[config.mk]
export PLATFORM = sky130hd
export DESIGN_NAME = axi_wr_burst_gen
export DESIGN_NICKNAME = d
export VERILOG_FILES = /design/src/rtl/axi_wr_burst_gen.sv
export SDC_FILE = /design/constraint.sdc
export NUM_CORES = 1
export LEC_CHECK = 0
export BUFFER_PORTS_ARGS = -buffer_cell sky130_fd_sc_hd__buf_2
export CORE_MARGIN = 5
export CORE_UTILIZATION = 59
export DETAILED_ROUTE_END_ITERATION = 6
export GPL_ROUTABILITY_DRIVEN = 0
export PLACE_DENSITY = 0.87
export SLEW_MARGIN = 0
export SYNTH_ARGS = -nofsm -noshare
export SYNTH_HDL_FRONTEND = slang
export SYNTH_SLANG_ARGS = --single-unit
[constraint.sdc]
create_clock -name axi_aclk -period 6.7 [get_ports axi_aclk]
set_input_delay 1.34 -clock axi_aclk [delete_from_list [all_inputs] [get_ports axi_aclk]]
set_output_delay 1.34 -clock axi_aclk [all_outputs]
set_load 0.05 [all_outputs]
[src/rtl/axi_wr_burst_gen.sv]
// AXI write burst generator: one command -> AW request, len+1 patterned beats, B response.
// Define WR_TIMEOUT_EN to bound the response wait to TIMEOUT_CYC cycles.
module axi_wr_burst_gen #(
  parameter int AW          = 32,
  parameter int DW          = 64,
  parameter int TIMEOUT_CYC = 1024
) (
  input  logic            axi_aclk,
  input  logic            axi_aresetn,
  input  logic [AW-1:0]   cmd_addr,
  input  logic [7:0]      cmd_len,
  input  logic [2:0]      cmd_size,
  input  logic [1:0]      cmd_burst,
  input  logic [DW-1:0]   cmd_seed,
  input  logic            cmd_valid,
  output logic            cmd_ready,
  output logic [AW-1:0]   gen_awaddr,
  output logic [7:0]      gen_awlen,
  output logic [2:0]      gen_awsize,
  output logic [1:0]      gen_awburst,
  output logic            gen_awvalid,
  input  logic            axi_awready,
  output logic [DW-1:0]   gen_wdata,
  output logic [DW/8-1:0] gen_wstrb,
  output logic            gen_wlast,
  output logic            gen_wvalid,
  input  logic            axi_wready,
  input  logic            axi_bvalid,
  input  logic [1:0]      axi_bresp,
  output logic            gen_bready,
  output logic            done,
  output logic [1:0]      status,
  output logic            err
);

  localparam int SW = DW / 8;

  typedef enum logic [2:0] {
    S_IDLE, S_ADDR, S_DATA, S_RESP, S_DONE
  } state_t;

  state_t        state;
  logic [DW-1:0] seed_q;
  logic [7:0]    idx;
  logic [1:0]    bresp_q;
  logic          gen_err_q;
  logic          bad_wrap;

  logic [7:0]    nidx;
  logic [AW-1:0] step;
  logic [AW-1:0] wmask;
  logic [AW-1:0] nadr;
  logic [3:0]    nbytes;
  logic [2:0]    off;
  logic [SW-1:0] nstrb;
  logic [DW-1:0] ndata;

`ifdef WR_TIMEOUT_EN
  logic [31:0]   to_cnt;
`endif

  assign bad_wrap = (cmd_burst == 2'b10) &&
    !(cmd_len inside {8'd1, 8'd3, 8'd7, 8'd15});

  // Next beat's address/strobe/data, computed from the latched AW fields
  always_comb begin
    nidx   = (state == S_DATA) ? idx + 8'd1 : 8'd0;
    step   = AW'(nidx) << gen_awsize;
    wmask  = (AW'({1'b0, gen_awlen} + 9'd1) << gen_awsize) - AW'(1);
    nadr   = gen_awaddr + step;
    unique case (1'b1)
      (gen_awburst == 2'b00): nadr = gen_awaddr;
      (gen_awburst == 2'b10): nadr = (gen_awaddr & ~wmask)
                                   | ((gen_awaddr + step) & wmask);
      default: nadr = gen_awaddr + step;
    endcase
    nbytes = 4'd1 << gen_awsize;
    off    = nadr[2:0] & ~3'(nbytes - 4'd1);
    nstrb  = SW'((16'd1 << nbytes) - 16'd1) << off;
    // Unaligned INCR start: drop lane bytes below the start address
    if (gen_awburst == 2'b01 && nidx == 8'd0)
      nstrb = nstrb & (SW'('1) << nadr[2:0]);
    ndata  = seed_q + DW'(nidx);
  end

  always_ff @(posedge axi_aclk or negedge axi_aresetn) begin
    if (!axi_aresetn) begin
      state       <= S_IDLE;
      cmd_ready   <= 1'b1;
      gen_awaddr  <= '0;
      gen_awlen   <= '0;
      gen_awsize  <= '0;
      gen_awburst <= '0;
      gen_awvalid <= 1'b0;
      gen_wdata   <= '0;
      gen_wstrb   <= '0;
      gen_wlast   <= 1'b0;
      gen_wvalid  <= 1'b0;
      gen_bready  <= 1'b0;
      done        <= 1'b0;
      status      <= 2'b00;
      err         <= 1'b0;
      seed_q      <= '0;
      idx         <= '0;
      bresp_q     <= 2'b00;
      gen_err_q   <= 1'b0;
`ifdef WR_TIMEOUT_EN
      to_cnt      <= '0;
`endif
    end else begin
      done <= 1'b0;
      unique case (state)
        S_IDLE: begin
          if (cmd_valid) begin
            gen_awaddr  <= cmd_addr;
            gen_awlen   <= cmd_len;
            gen_awsize  <= (cmd_size > 3'd3) ? 3'd3 : cmd_size;
            gen_awburst <= bad_wrap ? 2'b01 : cmd_burst;
            seed_q      <= cmd_seed;
            gen_err_q   <= bad_wrap;
            err         <= bad_wrap;
            cmd_ready   <= 1'b0;
            gen_awvalid <= 1'b1;
            state       <= S_ADDR;
          end
        end
        S_ADDR: begin
          if (axi_awready) begin
            gen_awvalid <= 1'b0;
            idx         <= 8'd0;
            gen_wdata   <= ndata;
            gen_wstrb   <= nstrb;
            gen_wlast   <= (gen_awlen == 8'd0);
            gen_wvalid  <= 1'b1;
            state       <= S_DATA;
          end
        end
        S_DATA: begin
          if (axi_wready) begin
            if (gen_wlast) begin
              gen_wvalid <= 1'b0;
              gen_wlast  <= 1'b0;
              gen_bready <= 1'b1;
`ifdef WR_TIMEOUT_EN
              to_cnt     <= '0;
`endif
              state      <= S_RESP;
            end else begin
              idx       <= nidx;
              gen_wdata <= ndata;
              gen_wstrb <= nstrb;
              gen_wlast <= (nidx == gen_awlen);
            end
          end
        end
        S_RESP: begin
          if (axi_bvalid) begin
            bresp_q    <= axi_bresp;
            if (axi_bresp != 2'b00) err <= 1'b1;
            gen_bready <= 1'b0;
            state      <= S_DONE;
          end
`ifdef WR_TIMEOUT_EN
          else if (to_cnt == 32'(TIMEOUT_CYC - 1)) begin
            gen_bready <= 1'b0;
            err        <= 1'b1;
            gen_err_q  <= 1'b1;
            state      <= S_DONE;
          end else begin
            to_cnt <= to_cnt + 32'd1;
          end
`endif
        end
        S_DONE: begin
          done      <= 1'b1;
          status    <= gen_err_q ? 2'b11 : bresp_q;
          cmd_ready <= 1'b1;
          state     <= S_IDLE;
        end
        default: state <= S_IDLE;
      endcase
    end
  end

endmodule

=== Yosys cells after proc, flatten, opt, wreduce, memory -nomap -nowiden ===
Index checks and enable logic that the tools add are counted.

* Flip-flop bits (word level): 204
* Input port bits: 117

* $add $sub $neg: 7
* $lt $le $gt $ge: 1
* Equal/unequal tests: 19
* Shifts and indexed selects: 6
* Mux-type cells: 46
* Bitwise logic cells: 7
* Reductions and logical operators: 24

{| class="wikitable"
|+ Operators by type and width
! cell !! number
|-
| 2-to-1 mux 64 bit || 3
|-
| case mux 64 bit (2 select lines) || 1
|-
| adder 64 x 8 -> 64 bit || 1
|-
| 2-to-1 mux 8 bit || 8
|-
| case mux 8 bit (2 select lines) || 2
|-
| 2-to-1 mux 3 bit || 6
|-
| zero test 8 bit || 2
|-
| 2-to-1 mux 1 bit || 16
|-
| AND reduction 4 bit || 4
|-
| != test 2 bit, second input constant || 7
|-
| case mux 1 bit (2 select lines) || 6
|-
| case mux 3 bit (4 select lines) || 1
|-
| nonzero test 2 bit || 6
|-
| adder 8 x 1 -> 9 bit, second input constant || 1
|-
| AND 3 bit || 3
|-
| << shifter 9 x 3 -> 3 bit || 1
|-
| adder 8 x 1 -> 8 bit, second input constant || 1
|-
| AND 8 bit || 1
|-
| == test 8 x 1 -> 1 bit, second input constant || 1
|-
| == test 8 x 2 -> 1 bit, second input constant || 1
|-
| == test 8 x 3 -> 1 bit, second input constant || 1
|-
| == test 8 x 4 -> 1 bit, second input constant || 1
|-
| == test 8 bit || 1
|-
| << shifter 1 x 4 -> 8 bit, first input constant || 1
|-
| other kinds (25) || 34
|}

=== Depth between registers and ports, before layout ===
* Depth in word-level cells: 14
* Mapped depth: 16
* Gate-level depth less buffers: 13

=== Worst setup path before layout ===
Ideal clock, no wire load.

* Kind: register to register
* Start point: register gen_awsize[1]
* End point: register gen_wstrb[4]
* Arrival time: 3,543 ps
* Setup slack: 3,070 ps
* Stages on the path, launching flop included: 15
* Path buffers: 2
* Clock period less this slack: 3,630 ps
* Path through: dfrtp_1 > clkbuf_1 > nor3_1 > clkinv_1 > nor3_1 > ha_1 > inv_1 > fa_1 > nor2_1 > mux2_2 > clkbuf_1 > nor2_1 > a2111oi_0 > o22ai_1 > o211ai_1

* Word-level cells in the longest chain between the ends: 13
* Elaborated cells between the ends (all ways): 23

{| class="wikitable"
|+ RTL lines
! item !! RTL line !! text
|-
| from (decl) || 19 || <nowiki>output logic [2:0] gen_awsize,</nowiki>
|-
| from (signal assigned) || 117 || <nowiki>gen_awsize <= (cmd_size > 3'd3) ? 3'd3 : cmd_size;</nowiki>
|-
| << shifter 9 x 3 -> 3 bit || 69 || <nowiki>wmask = (AW'({1'b0, gen_awlen} + 9'd1) << gen_awsize) - AW'(1);</nowiki>
|-
| subtractor 3 x 1 -> 3 bit || 69 ||
|-
| NOT 3 bit || 73 || <nowiki>(gen_awburst == 2'b10): nadr = (gen_awaddr & ~wmask)</nowiki>
|-
| AND 3 bit || 73 ||
|-
| OR 3 bit || 74 || <nowiki>| ((gen_awaddr + step) & wmask);</nowiki>
|-
| case mux 3 bit (2 select lines) || 71 || <nowiki>unique case (1'b1)</nowiki>
|-
| AND 3 bit || 78 || <nowiki>off = nadr[2:0] & ~3'(nbytes - 4'd1);</nowiki>
|-
| << shifter 8 x 3 -> 8 bit || 79 || <nowiki>nstrb = SW'((16'd1 << nbytes) - 16'd1) << off;</nowiki>
|-
| AND 8 bit || 82 || <nowiki>nstrb = nstrb & (SW'('1) << nadr[2:0]);</nowiki>
|-
| 2-to-1 mux 8 bit * || 81 || <nowiki>if (gen_awburst == 2'b01 && nidx == 8'd0)</nowiki>
|-
| 2-to-1 mux 8 bit || 140 || <nowiki>if (gen_wlast) begin</nowiki>
|-
| 2-to-1 mux 8 bit || 139 || <nowiki>if (axi_wready) begin</nowiki>
|-
| case mux 8 bit (2 select lines) * || 112 || <nowiki>unique case (state)</nowiki>
|-
| to (signal assigned) || 132 || <nowiki>gen_wstrb <= nstrb;</nowiki>
|-
| to (signal assigned) || 151 || <nowiki>gen_wstrb <= nstrb;</nowiki>
|-
| to (decl) || 24 || <nowiki>output logic [DW/8-1:0] gen_wstrb,</nowiki>
|}

Every way passes the cells marked *; elsewhere a longest branch is shown, timed or not. The select of a mux whose other input is x is not followed.
A chain may end at the register's enable or synchronous reset.

=== Final worst setup path ===
* Start point: register idx[0]
* End point: register gen_wdata[59]

* Word-level cells in the longest chain between the ends: 6
* Elaborated cells between the ends (all ways): 7

{| class="wikitable"
|+ RTL lines
! item !! RTL line !! text
|-
| from (decl) || 44 || <nowiki>logic [7:0] idx;</nowiki>
|-
| from (signal assigned) || 149 || <nowiki>idx <= nidx;</nowiki>
|-
| adder 8 x 1 -> 8 bit * || 67 || <nowiki>nidx = (state == S_DATA) ? idx + 8'd1 : 8'd0;</nowiki>
|-
| 2-to-1 mux 8 bit * || 67 ||
|-
| adder 64 x 8 -> 64 bit * || 83 || <nowiki>ndata = seed_q + DW'(nidx);</nowiki>
|-
| 2-to-1 mux 64 bit || 140 ||
|-
| 2-to-1 mux 64 bit || 139 ||
|-
| case mux 64 bit (2 select lines) * || 112 ||
|-
| to (signal assigned) || 131 || <nowiki>gen_wdata <= ndata;</nowiki>
|-
| to (signal assigned) || 150 || <nowiki>gen_wdata <= ndata;</nowiki>
|-
| to (decl) || 23 || <nowiki>output logic [DW-1:0] gen_wdata,</nowiki>
|}

Marked as above.

==> out/summary.txt <==
==================================================================================================
Commonest non-fill, non-tap cells in the layout                                       sky130_fd_sc_hd__nand2_1 (414), sky130_fd_sc_hd__buf_2 (241), sky130_fd_sc_hd__dfrtp_1 (203)
Number of cells in the design after placement                                                1,606
H-tree depth                                                                                     1
Synthesized netlist net count                                                                1,334
Initial core utilization                                                                    59.96%
WL met2                                                                                  13,310 um
Mean Syn Cell Area                                                                      8.641 um^2
Seq cells post-synth                                                                           204
Number of buffers on the longest clock path                                                      3
Adder-Cell Fraction of Synth Area                                                           2.688%
Worst Clk Skew                                                                            14.36 ps
Clock transition time at the flip-flop clock pins of the worst setup and hold paths          60 ps
Buffer count from post-CTS setup fixing                                                          0
GR Util All Layers                                                                          26.46%
Count of warnings emitted by yosys                                                               0
Yosys cell types                                                                                62
Post-placement setup slack                                                                 2596 ps
Arrival time reported for the critical path endpoint                                       4610 ps
Die extent in y                                                                           142.4 um
Commonest non-fill, non-tap cell in the layout                                        sky130_fd_sc_hd__nand2_1
Transition time of the tightest slew-check pin                                             1190 ps
Startpoint of the lowest-slack hold path                                              gen_awaddr[18]
Routed length on met3                                                                      2020 um
Setup repair after global routing missed its margin                                             no
Total power density per cell area                                                     558.7 nW/um^2
Syn-to-layout area delta                                                                    19.14%
CTS tree                                                                                       yes
Status                                                                                   completed
Share of flip-flops with an asynchronous set or reset                                       100.0%
Highest metal layer used by the detailed router                                               met4
ANT nets after route                                                                             0
Worst endpoint required time                                                               7110 ps
Total gr overflow                                                                                0
Placement-stage cell area                                                              11,660 um^2
Cts repair resizes                                                                               0
Critical register-to-register path startpoint                                               idx[0]
HPWL after detailed placement                                                            19,000 um
Hold-fix buffers at CTS                                                                          0
Final-layout worst hold slack                                                             468.3 ps
Detail-routed via count per cell                                                             5.615
Mux contribution to synthesized area                                                        1.731%
Core box area                                                                          17,240 um^2
Antenna violations before repair                                                                 0
Antenna diode count                                                                              0
Number of enable-type register cells in the synthesized netlist                                  0
Sum of negative setup slack                                                                   0 ps
Via count                                                                                    9,225
Met1 routed wirelength after detailed routing                                            10,940 um
Final net count                                                                              1,543
Pins over their slew limit                                                                       0
Maximum resistive drop on vdd                                                          0.0003510 V
Leakage power                                                                          0.006220 uW
Total clock buffers created by CTS                                                              22
Simple-gate share of the synthesized area                                                   26.50%
Maximum frequency from static timing analysis                                            238.1 MHz
Number of buffers inserted by port buffering                                                   242
Number of max-cap violations                                                                     0
Ys flop type                                                                          sky130_fd_sc_hd__dfrtp_1
Total number of clock tree sinks                                                               204
Crit path time final                                                                       4200 ps
Synthesized-area fraction occupied by ao, oa, aoi and oai cells                             10.39%
Pin count of the biggest net entering global routing                                           133
Post-Layout Inst Area                                                                  12,310 um^2
Routed WL                                                                                27,090 um
Slew Limit Headroom                                                                         20.67%
DRC violation count after routing                                                                0
Worst Setup End Kind                                                                          flop
Startpoint of the worst setup timing path                                                   idx[0]
Maximum fanout along the worst path                                                             20
Count of TritonRoute iterations in the first routing pass                                        5
Summed instance area of the synthesized netlist                                        10,330 um^2
Worst min-delay path class                                                              reg -> reg
Overall die area                                                                       20,260 um^2
CTS Root Cell                                                                         sky130_fd_sc_hd__clkbuf_16
Global-route wire length before repair                                                   44,420 um
Min setup slack post-route                                                                 2500 ps
Fill cells                                                                                   1,301
Boundary Pins                                                                                  243
Wire length per cell                                                                      16.49 um
Area of the multi-input gates                                                            4930 um^2
Final Hold Violating Endpoints                                                                   0
Final cycle utilization of the critical path                                                62.68%
Final std cells w/o fill                                                                     1,643
Drt first-iter violations                                                                      580
Sequential area share after synthesis                                                       49.41%
Vias in the first global route                                                               9,186
Post-Synthesis Cells                                                                         1,196
Footprint of the flip-flops and latches                                                  5106 um^2
Setup-failing EPs final                                                                          0
Ratio of cells with drive above 1 in the final layout                                       21.30%
XOR/XNOR Fraction of Synth Area                                                             6.186%
Clock Latency Late Sink                                                                     500 ps
Die Wd                                                                                    142.4 um
Combinational family with the most area after synthesis                               simple AND/OR/NAND/NOR gates
WS Path Type                                                                            reg -> reg
Crit start category                                                                           flop
FP Rows                                                                                         48
==================================================================================================
==> stage by stage <==
stage,utilization (%),total power (uW)
2_1_floorplan,-,4847
3_3_place_gp,67.63,5645
3_5_place_dp,67.63,5765
4_1_cts,71.44,6900
5_1_grt,71.44,7321
6_report,71.44,6880
==> Yosys cell counts (all sizes together) (4+ instances only) <==
| library cell | count | area share [%] |
|---|---|---|
| or2 | 5 | 0.30 |
| nor2 | 54 | 2.0 |
| and3 | 13 | 0.79 |
| nor3b | 4 | 0.29 |
| xor2 | 45 | 3.8 |
| o211ai | 7 | 0.51 |
| or3 | 11 | 0.67 |
| mux2 | 7 | 0.76 |
| clkbuf | 57 | 2.1 |
| o21ai | 98 | 4.7 |
| nor4b | 5 | 0.42 |
| nand3b | 5 | 0.36 |
| nand2 | 414 | 15 |
| xnor2 | 28 | 2.4 |
| buf | 5 | 0.23 |
| a31oi | 8 | 0.48 |
| a21oi | 21 | 1.0 |
| nor4 | 7 | 0.71 |
| a21o | 9 | 0.65 |
| mux2i | 10 | 0.97 |
| nor3 | 12 | 0.58 |
| nand3 | 28 | 1.4 |
| and2 | 5 | 0.30 |
| dfrtp | 203 | 49 |
| nand4 | 31 | 2.0 |
| a211oi | 4 | 0.29 |
| o21a | 6 | 0.44 |
| nand2b | 11 | 0.67 |
| ha | 19 | 2.3 |
| inv | 21 | 0.76 |
==> state kept, by name, indices dropped and copies added (netlist names), 2 cells and up <==
signal	count
bresp_q	2
idx	8
state	3
gen_awburst	2
gen_wstrb	8
status	2
gen_awsize	3
gen_awaddr	32
gen_wdata	64
seed_q	64
gen_awlen	8
==> area by class of cell <==
class                   instances  area share, %
multi-input cells             908          40.04
inverters                      22         0.6707
flip-flops and latches        204          41.47
clock inverters                 6         0.3353
well taps                     225          2.286
repair buffers                247          10.21
clock buffers                  31          4.989
==> power breakdown <==
group / switching [uW] / internal [uW] / total, uW
sequential: 517 / 1780 / 2300
combinational: 2500 / 968 / 3470
clock: 477 / 638 / 1110
total: 3490 / 3390 / 6880
==> routing by layer <==
layer  vias up  GRT usage, %
li1       4419             -
met5         -             0
met2       350         44.77
met1      4391         35.14
met4         0         8.254
met3        65         4.503
==> final timing paths <==
path	endpoint	cells past startpoint	slack [ps]
setup reg to reg	gen_wdata[59]	12	2500
max in group asynchronous	seed_q[27]	2	4510
hold reg to reg	gen_awaddr[18]	2	470
hold / removal	gen_awaddr[18]	2	470
setup / recovery	gen_wdata[59]	12	2500
min in group asynchronous	gen_awaddr[30]	1	880
==> cells by family after synthesis <==
group,after synthesis
multiplexers,17
AO/OA/AOI/OAI,180
XOR/XNOR,73
AND/OR/NAND/NOR,617
flip-flops,204
buffers and inverters,84
adder cells (fa/ha/maj),21
==> critical path, cell delays in order, from the launching register on <==
cell                       delay [ps]
sky130_fd_sc_hd__dfrtp_1          570
sky130_fd_sc_hd__ha_1             410
sky130_fd_sc_hd__a21boi_0         150
sky130_fd_sc_hd__o21ai_0          340
sky130_fd_sc_hd__inv_1            100
sky130_fd_sc_hd__ha_1             380
sky130_fd_sc_hd__o21a_1           140
sky130_fd_sc_hd__o21ai_0           70
sky130_fd_sc_hd__nand2b_1         150
sky130_fd_sc_hd__and2_1           680
sky130_fd_sc_hd__nand4_1          470
sky130_fd_sc_hd__or3_1            470
sky130_fd_sc_hd__a31oi_1          180
Note: power is estimated with default switching activity, not from simulation.
